--- src/rtl/rat_cycle_sequencer_if.sv ---
// Bundle between the RAT instruction-cycle sequencer and the decoder / PC / RAM / flag logic.
// STATE and PENDING are debug taps of the sequencer FSM and interrupt-pending latch.
interface rat_cycle_sequencer_if #(
  parameter int PC_W = 10
);
  logic            INT;
  logic            DEC_SEI;
  logic            DEC_CLI;
  logic            DEC_RETIE;
  logic            DEC_RETID;
  logic            RST_OUT;
  logic            PC_INC;
  logic            PC_LD_INT;
  logic [PC_W-1:0] PC_VEC;
  logic            EXEC_EN;
  logic            SCR_PUSH_PC;
  logic            FLG_SHAD_LD;
  logic            I_FLAG;
  logic            INT_ACK;
  logic [1:0]      STATE;
  logic            PENDING;

  modport master (
    output INT, DEC_SEI, DEC_CLI, DEC_RETIE, DEC_RETID,
    input  RST_OUT, PC_INC, PC_LD_INT, PC_VEC, EXEC_EN, SCR_PUSH_PC,
    input  FLG_SHAD_LD, I_FLAG, INT_ACK, STATE, PENDING
  );

  modport slave (
    input  INT, DEC_SEI, DEC_CLI, DEC_RETIE, DEC_RETID,
    output RST_OUT, PC_INC, PC_LD_INT, PC_VEC, EXEC_EN, SCR_PUSH_PC,
    output FLG_SHAD_LD, I_FLAG, INT_ACK, STATE, PENDING
  );
endinterface

--- src/rtl/rat_cycle_sequencer.sv ---
// RAT MCU instruction-cycle sequencer: INIT/FETCH/EXEC/INTR FSM, I flag and interrupt-pending latch.
// Define RAT_INT_EDGE_EN for edge-triggered interrupts; default build is level-triggered.
module rat_cycle_sequencer #(
  parameter int              PC_W        = 10,
  parameter logic [PC_W-1:0] INT_VECTOR  = 10'h3FF,
  parameter int              SYNC_STAGES = 2
) (
  input  logic                  CLK,
  input  logic                  RESET,
  rat_cycle_sequencer_if.slave  bus
);

  typedef enum logic [1:0] {
    ST_INIT  = 2'b00,
    ST_FETCH = 2'b01,
    ST_EXEC  = 2'b10,
    ST_INTR  = 2'b11
  } state_t;

  state_t                 state_q, state_d;
  logic                   i_flag_q, i_flag_d;
  logic                   pending_q, pending_d;
  logic [SYNC_STAGES-1:0] sync_q;
  logic                   int_sync;
  logic                   int_set;
  logic                   i_next;
  logic                   rst_out, pc_inc, exec_en, intr_seq;

  assign int_sync = sync_q[SYNC_STAGES-1];

`ifdef RAT_INT_EDGE_EN
  logic int_prev_q;

  always_ff @(posedge CLK) begin
    if (RESET) int_prev_q <= 1'b0;
    else       int_prev_q <= int_sync;
  end

  assign int_set = int_sync & ~int_prev_q;
`else
  assign int_set = int_sync;
`endif

  // A new request on the same edge as the entry clear must survive, so set dominates.
  assign pending_d = int_set | (pending_q & (state_q != ST_INTR));

  always_ff @(posedge CLK) begin
    if (RESET) begin
      state_q   <= ST_INIT;
      i_flag_q  <= 1'b0;
      pending_q <= 1'b0;
      sync_q    <= '0;
    end else begin
      state_q   <= state_d;
      i_flag_q  <= i_flag_d;
      pending_q <= pending_d;
      sync_q    <= {sync_q[SYNC_STAGES-2:0], bus.INT};
    end
  end

  always_comb begin
    state_d  = state_q;
    i_flag_d = i_flag_q;
    i_next   = i_flag_q;
    rst_out  = 1'b0;
    pc_inc   = 1'b0;
    exec_en  = 1'b0;
    intr_seq = 1'b0;
    case (state_q)
      ST_INIT: begin
        rst_out = 1'b1;
        state_d = ST_FETCH;
      end
      ST_FETCH: begin
        pc_inc  = 1'b1;
        state_d = ST_EXEC;
      end
      ST_EXEC: begin
        exec_en = 1'b1;
        // Entry is decided on the post-instruction I value, so SEI admits and CLI blocks.
        if (bus.DEC_CLI || bus.DEC_RETID)      i_next = 1'b0;
        else if (bus.DEC_SEI || bus.DEC_RETIE) i_next = 1'b1;
        i_flag_d = i_next;
        state_d  = (pending_q && i_next) ? ST_INTR : ST_FETCH;
      end
      ST_INTR: begin
        intr_seq = 1'b1;
        i_flag_d = 1'b0;
        state_d  = ST_FETCH;
      end
      default: state_d = ST_INIT;
    endcase
  end

  assign bus.RST_OUT     = rst_out;
  assign bus.PC_INC      = pc_inc;
  assign bus.EXEC_EN     = exec_en;
  assign bus.PC_LD_INT   = intr_seq;
  assign bus.SCR_PUSH_PC = intr_seq;
  assign bus.FLG_SHAD_LD = intr_seq;
  assign bus.INT_ACK     = intr_seq;
  assign bus.PC_VEC      = INT_VECTOR;
  assign bus.I_FLAG      = i_flag_q;
  assign bus.STATE       = state_q;
  assign bus.PENDING     = pending_q;

endmodule

--- src/flat_wrapper.sv ---
// flat-port wrapper written by rule: the top's interface ports become plain ports
module rat_cycle_sequencer_flat 
#(
  parameter int              PC_W        = 10,
  parameter logic [PC_W-1:0] INT_VECTOR  = 10'h3FF,
  parameter int              SYNC_STAGES = 2
)
  (CLK, RESET, bus_INT, bus_DEC_SEI, bus_DEC_CLI, bus_DEC_RETIE, bus_DEC_RETID, bus_RST_OUT, bus_PC_INC, bus_PC_LD_INT, bus_PC_VEC, bus_EXEC_EN, bus_SCR_PUSH_PC, bus_FLG_SHAD_LD, bus_I_FLAG, bus_INT_ACK, bus_STATE, bus_PENDING);
  rat_cycle_sequencer_if #(.PC_W(PC_W)) bus_i ();
  input  logic CLK;
  input  logic RESET;
  input wire logic [$bits(bus_i.INT)-1:0] bus_INT;
  input wire logic [$bits(bus_i.DEC_SEI)-1:0] bus_DEC_SEI;
  input wire logic [$bits(bus_i.DEC_CLI)-1:0] bus_DEC_CLI;
  input wire logic [$bits(bus_i.DEC_RETIE)-1:0] bus_DEC_RETIE;
  input wire logic [$bits(bus_i.DEC_RETID)-1:0] bus_DEC_RETID;
  output wire logic [$bits(bus_i.RST_OUT)-1:0] bus_RST_OUT;
  output wire logic [$bits(bus_i.PC_INC)-1:0] bus_PC_INC;
  output wire logic [$bits(bus_i.PC_LD_INT)-1:0] bus_PC_LD_INT;
  output wire logic [$bits(bus_i.PC_VEC)-1:0] bus_PC_VEC;
  output wire logic [$bits(bus_i.EXEC_EN)-1:0] bus_EXEC_EN;
  output wire logic [$bits(bus_i.SCR_PUSH_PC)-1:0] bus_SCR_PUSH_PC;
  output wire logic [$bits(bus_i.FLG_SHAD_LD)-1:0] bus_FLG_SHAD_LD;
  output wire logic [$bits(bus_i.I_FLAG)-1:0] bus_I_FLAG;
  output wire logic [$bits(bus_i.INT_ACK)-1:0] bus_INT_ACK;
  output wire logic [$bits(bus_i.STATE)-1:0] bus_STATE;
  output wire logic [$bits(bus_i.PENDING)-1:0] bus_PENDING;
  assign bus_i.INT = bus_INT;
  assign bus_i.DEC_SEI = bus_DEC_SEI;
  assign bus_i.DEC_CLI = bus_DEC_CLI;
  assign bus_i.DEC_RETIE = bus_DEC_RETIE;
  assign bus_i.DEC_RETID = bus_DEC_RETID;
  assign bus_RST_OUT = bus_i.RST_OUT;
  assign bus_PC_INC = bus_i.PC_INC;
  assign bus_PC_LD_INT = bus_i.PC_LD_INT;
  assign bus_PC_VEC = bus_i.PC_VEC;
  assign bus_EXEC_EN = bus_i.EXEC_EN;
  assign bus_SCR_PUSH_PC = bus_i.SCR_PUSH_PC;
  assign bus_FLG_SHAD_LD = bus_i.FLG_SHAD_LD;
  assign bus_I_FLAG = bus_i.I_FLAG;
  assign bus_INT_ACK = bus_i.INT_ACK;
  assign bus_STATE = bus_i.STATE;
  assign bus_PENDING = bus_i.PENDING;
  rat_cycle_sequencer #(.PC_W(PC_W), .INT_VECTOR(INT_VECTOR), .SYNC_STAGES(SYNC_STAGES)) u_core (.CLK(CLK), .RESET(RESET), .bus(bus_i));
endmodule
--- config.mk ---
export PLATFORM = sky130hd
export DESIGN_NAME = rat_cycle_sequencer_flat
export DESIGN_NICKNAME = d
export VERILOG_FILES = /design/src/rtl/rat_cycle_sequencer_if.sv /design/src/rtl/rat_cycle_sequencer.sv /design/src/flat_wrapper.sv
export SDC_FILE = /design/constraint.sdc
export NUM_CORES = 1
export LEC_CHECK = 0
export CAP_MARGIN = 20
export CORE_AREA = 8 8 45 47
export CTS_BUF_LIST = sky130_fd_sc_hd__clkbuf_8 sky130_fd_sc_hd__clkbuf_16
export DETAILED_ROUTE_END_ITERATION = 10
export DIE_AREA = 0 0 53 55
export GPL_TIMING_DRIVEN = 0
export MAX_ROUTING_LAYER = met4
export PLACE_DENSITY = 0.68
export SETUP_SLACK_MARGIN = 0.2
export SLEW_MARGIN = 20
export SYNTH_ARGS = -nofsm -noshare
export SYNTH_HDL_FRONTEND = slang
export SYNTH_SLANG_ARGS = --single-unit
--- constraint.sdc ---
create_clock -name CLK -period 1.1 [get_ports CLK]
set_input_delay 0.22 -clock CLK [delete_from_list [all_inputs] [get_ports CLK]]
set_output_delay 0.22 -clock CLK [all_outputs]
set_load 0.05 [all_outputs]
==> results.json <==
{
  "fin_nets": 86,
  "clk_pin_slew_ns": 0.03,
  "setup_viol": 8,
  "fp.dieW_microns": 53,
  "gp_congestion": 0.772,
  "final_common_cell": "buf_4",
  "routed_wl_microns": 881,
  "die_h_microns": 55,
  "grt_pass1_vias": 326,
  "p_switching_mw": 0.497,
  "start_util_pct": 26.4,
  "cp_data_arrival_time_ns": 1.01,
  "synthCells": 39,
  "clock-sinks": 6,
  "die_area_sq_um": 2920,
  "status": "finished, violations left",
  "grt.overflow.total": 0,
  "netSwitchingFraction_pct": 40.1,
  "pwr-share-seq_pct": 22.8,
  "fin_crit_ns": 1.23,
  "area_growth_pct": 109,
  "grt_first_pass_wirelength_microns": 1320,
  "postSynthAreaPerCell_sq_um": 9.37,
  "place_inst": 81,
  "vdd_drop_max_uv": 1040,
  "p_comb_share_pct": 51.6,
  "layout_setup_ws_ns": -0.134,
  "cts.path.max_buffers": 2,
  "critPathKind": "reg2out",
  "detailedRoute.firstIterationViolations": 0,
  "first_pass_iters": 1,
  "max_freq_ghz": 0.810,
  "htree_num_levels": 1,
  "grt_util_all_layers_pct": 6.31,
  "layout-drive-gt1-share_pct": 58.3,
  "leakage_nw": 0.351,
  "clkPwrFrac_pct": 25.6,
  "antenna_found_initial": 0,
  "end_kind": "output pin",
  "seq_area_frac_synth_pct": 32.9,
  "cts_buffers": 3,
  "num_rows": 14,
  "post_drt_via_cell_ratio": 3.69,
  "clk_latency_ns": 0.22,
  "fin_worst_skew_ns": 0.00167,
  "setup_tns_ns": -0.858,
  "layout_common_cells": "buf_4 (14), conb_1 (10), buf_8 (8)",
  "yosysWarnings": 0,
  "p_int_mw": 0.743,
  "grt_setup_unrepaired": "true",
  "ys_seq_elements": 6,
  "syn_area_sq_um": 365,
  "violations": "setup timing",
  "io_pins": 28,
  "maxSlewViolCount": 0,
  "grt_max_degree": 7,
  "clk_root_buffer_cell": "clkbuf_8",
  "vias": 325,
  "max-cap-violations": 0,
  "multi_input_area_sq_um": 210,
  "hold_viol": 0,
  "post_drt_wl_per_cell_microns": 10.0,
  "drc": 0,
  "num_antenna_cells": 0,
  "fill_cells": 130,
  "worstPathRequired_ns": 0.88,
  "fin_crit_sh_pct": 112,
  "p_per_area_nw_per_um2": 1630,
  "synth_cell_types": 12,
  "crit_path_start_kind": "register",
  "register_area_sq_um": 133,
  "port_buffers": 17,
  "final_cells": 88,
  "cts_tree": "built",
  "hold_path_class": "reg2reg",
  "cp_max_fo": 5,
  "ant_nets": 0,
  "core-area_sq_um": 1380
}
## stage by stage
step / util, % / setup slack (ns) / power, mW / hold slack (ns) / area, sq um
3_3_place_gp: 46.2 / -0.559 / 0.833 / 0.417 / 639
6_report: 55.1 / -0.134 / 1.24 / 0.433 / 762
2_1_floorplan: - / -0.0682 / 0.709 / 0.277 / 449
5_1_grt: 55.1 / -0.155 / 1.31 / 0.458 / 762
4_1_cts: 52.6 / -0.138 / 1.23 / 0.440 / 728
3_5_place_dp: 46.2 / -0.563 / 0.839 / 0.431 / 639
## layout make-up
class,count,area share [%]
sequential,6,17.4
timing repair buffer,21,30.9
tap,16,2.63
clock buffer,3,5.42
buffer,13,14.3
multi-input combinational,26,27.6
inverter,3,1.81
## power groups by stage
stage,clock (mW),sequential [mW],combinational (mW)
after global routing,0.345,0.287,0.676
after detailed placement,0,0.282,0.557
after global placement,0,0.281,0.551
final,0.318,0.283,0.639
after CTS,0.333,0.281,0.613
after floorplan,0,0.348,0.361
## timing repair
item	4_1_cts	5_1_grt
setup endpoints to repair	13	14
hold buffers	0	0
setup buffers	3	1
resized for setup	84	6
pin swaps	1	1
## critical path: stages (launching register included)
cell,delay [ns]
dfxtp_4,0.36
ha_4,0.18
buf_6,0.12
buf_8,0.14
## synth_stat cells
library cell  count  area [sq um]
buf_4            13          97.6
dfxtp_1           6           120
ha_1              5          62.6
inv_1             3          11.3
nor2_1            3          11.3
nor2b_1           2          12.5
nor3_1            2          10.0
a21oi_1           1          5.00
conb_1            1          3.75
mux2i_1           1          10.0
nor4_2            1          12.5
o31a_1            1          8.76
## sequential cells by signal, indices dropped and copies added (netlist names)
name / flops
u_core.bus.I_FLAG: 1
u_core.bus.PENDING: 1
u_core.bus.STATE: 2
u_core.sync_q: 2
## cells by family after synthesis
| kind of cell | count (synthesis) | synth area share, % |
|---|---|---|
| AOI/OAI and AO/OA | 2 | 3.77 |
| adders and majority gates | 5 | 17.1 |
| buffers and inverters | 16 | 29.8 |
| DFF | 6 | 32.9 |
| muxes | 1 | 2.74 |
| other | 1 | 1.03 |
| and+or+nand+nor | 8 | 12.7 |
## worst paths after layout
kind	startpoint	to	slack, ns	depth (start not counted)
min	u_core.sync_q[0]	u_core.sync_q[1]	0.43	1
min reg2reg	u_core.sync_q[0]	u_core.sync_q[1]	0.43	1
max	u_core.bus.STATE[1]	bus_PC_LD_INT	-0.13	3
max reg2reg	u_core.bus.STATE[0]	u_core.bus.I_FLAG	0.08	4
## per-layer routing
metal	up-vias	track usage [%]	share of wire, %
li1	167	-	-
met1	138	4.71	32
met2	20	11.3	48
met3	0	5.35	20
met4	0	1.29	0
met5	-	-	0
(Power assumes the default switching activity.)
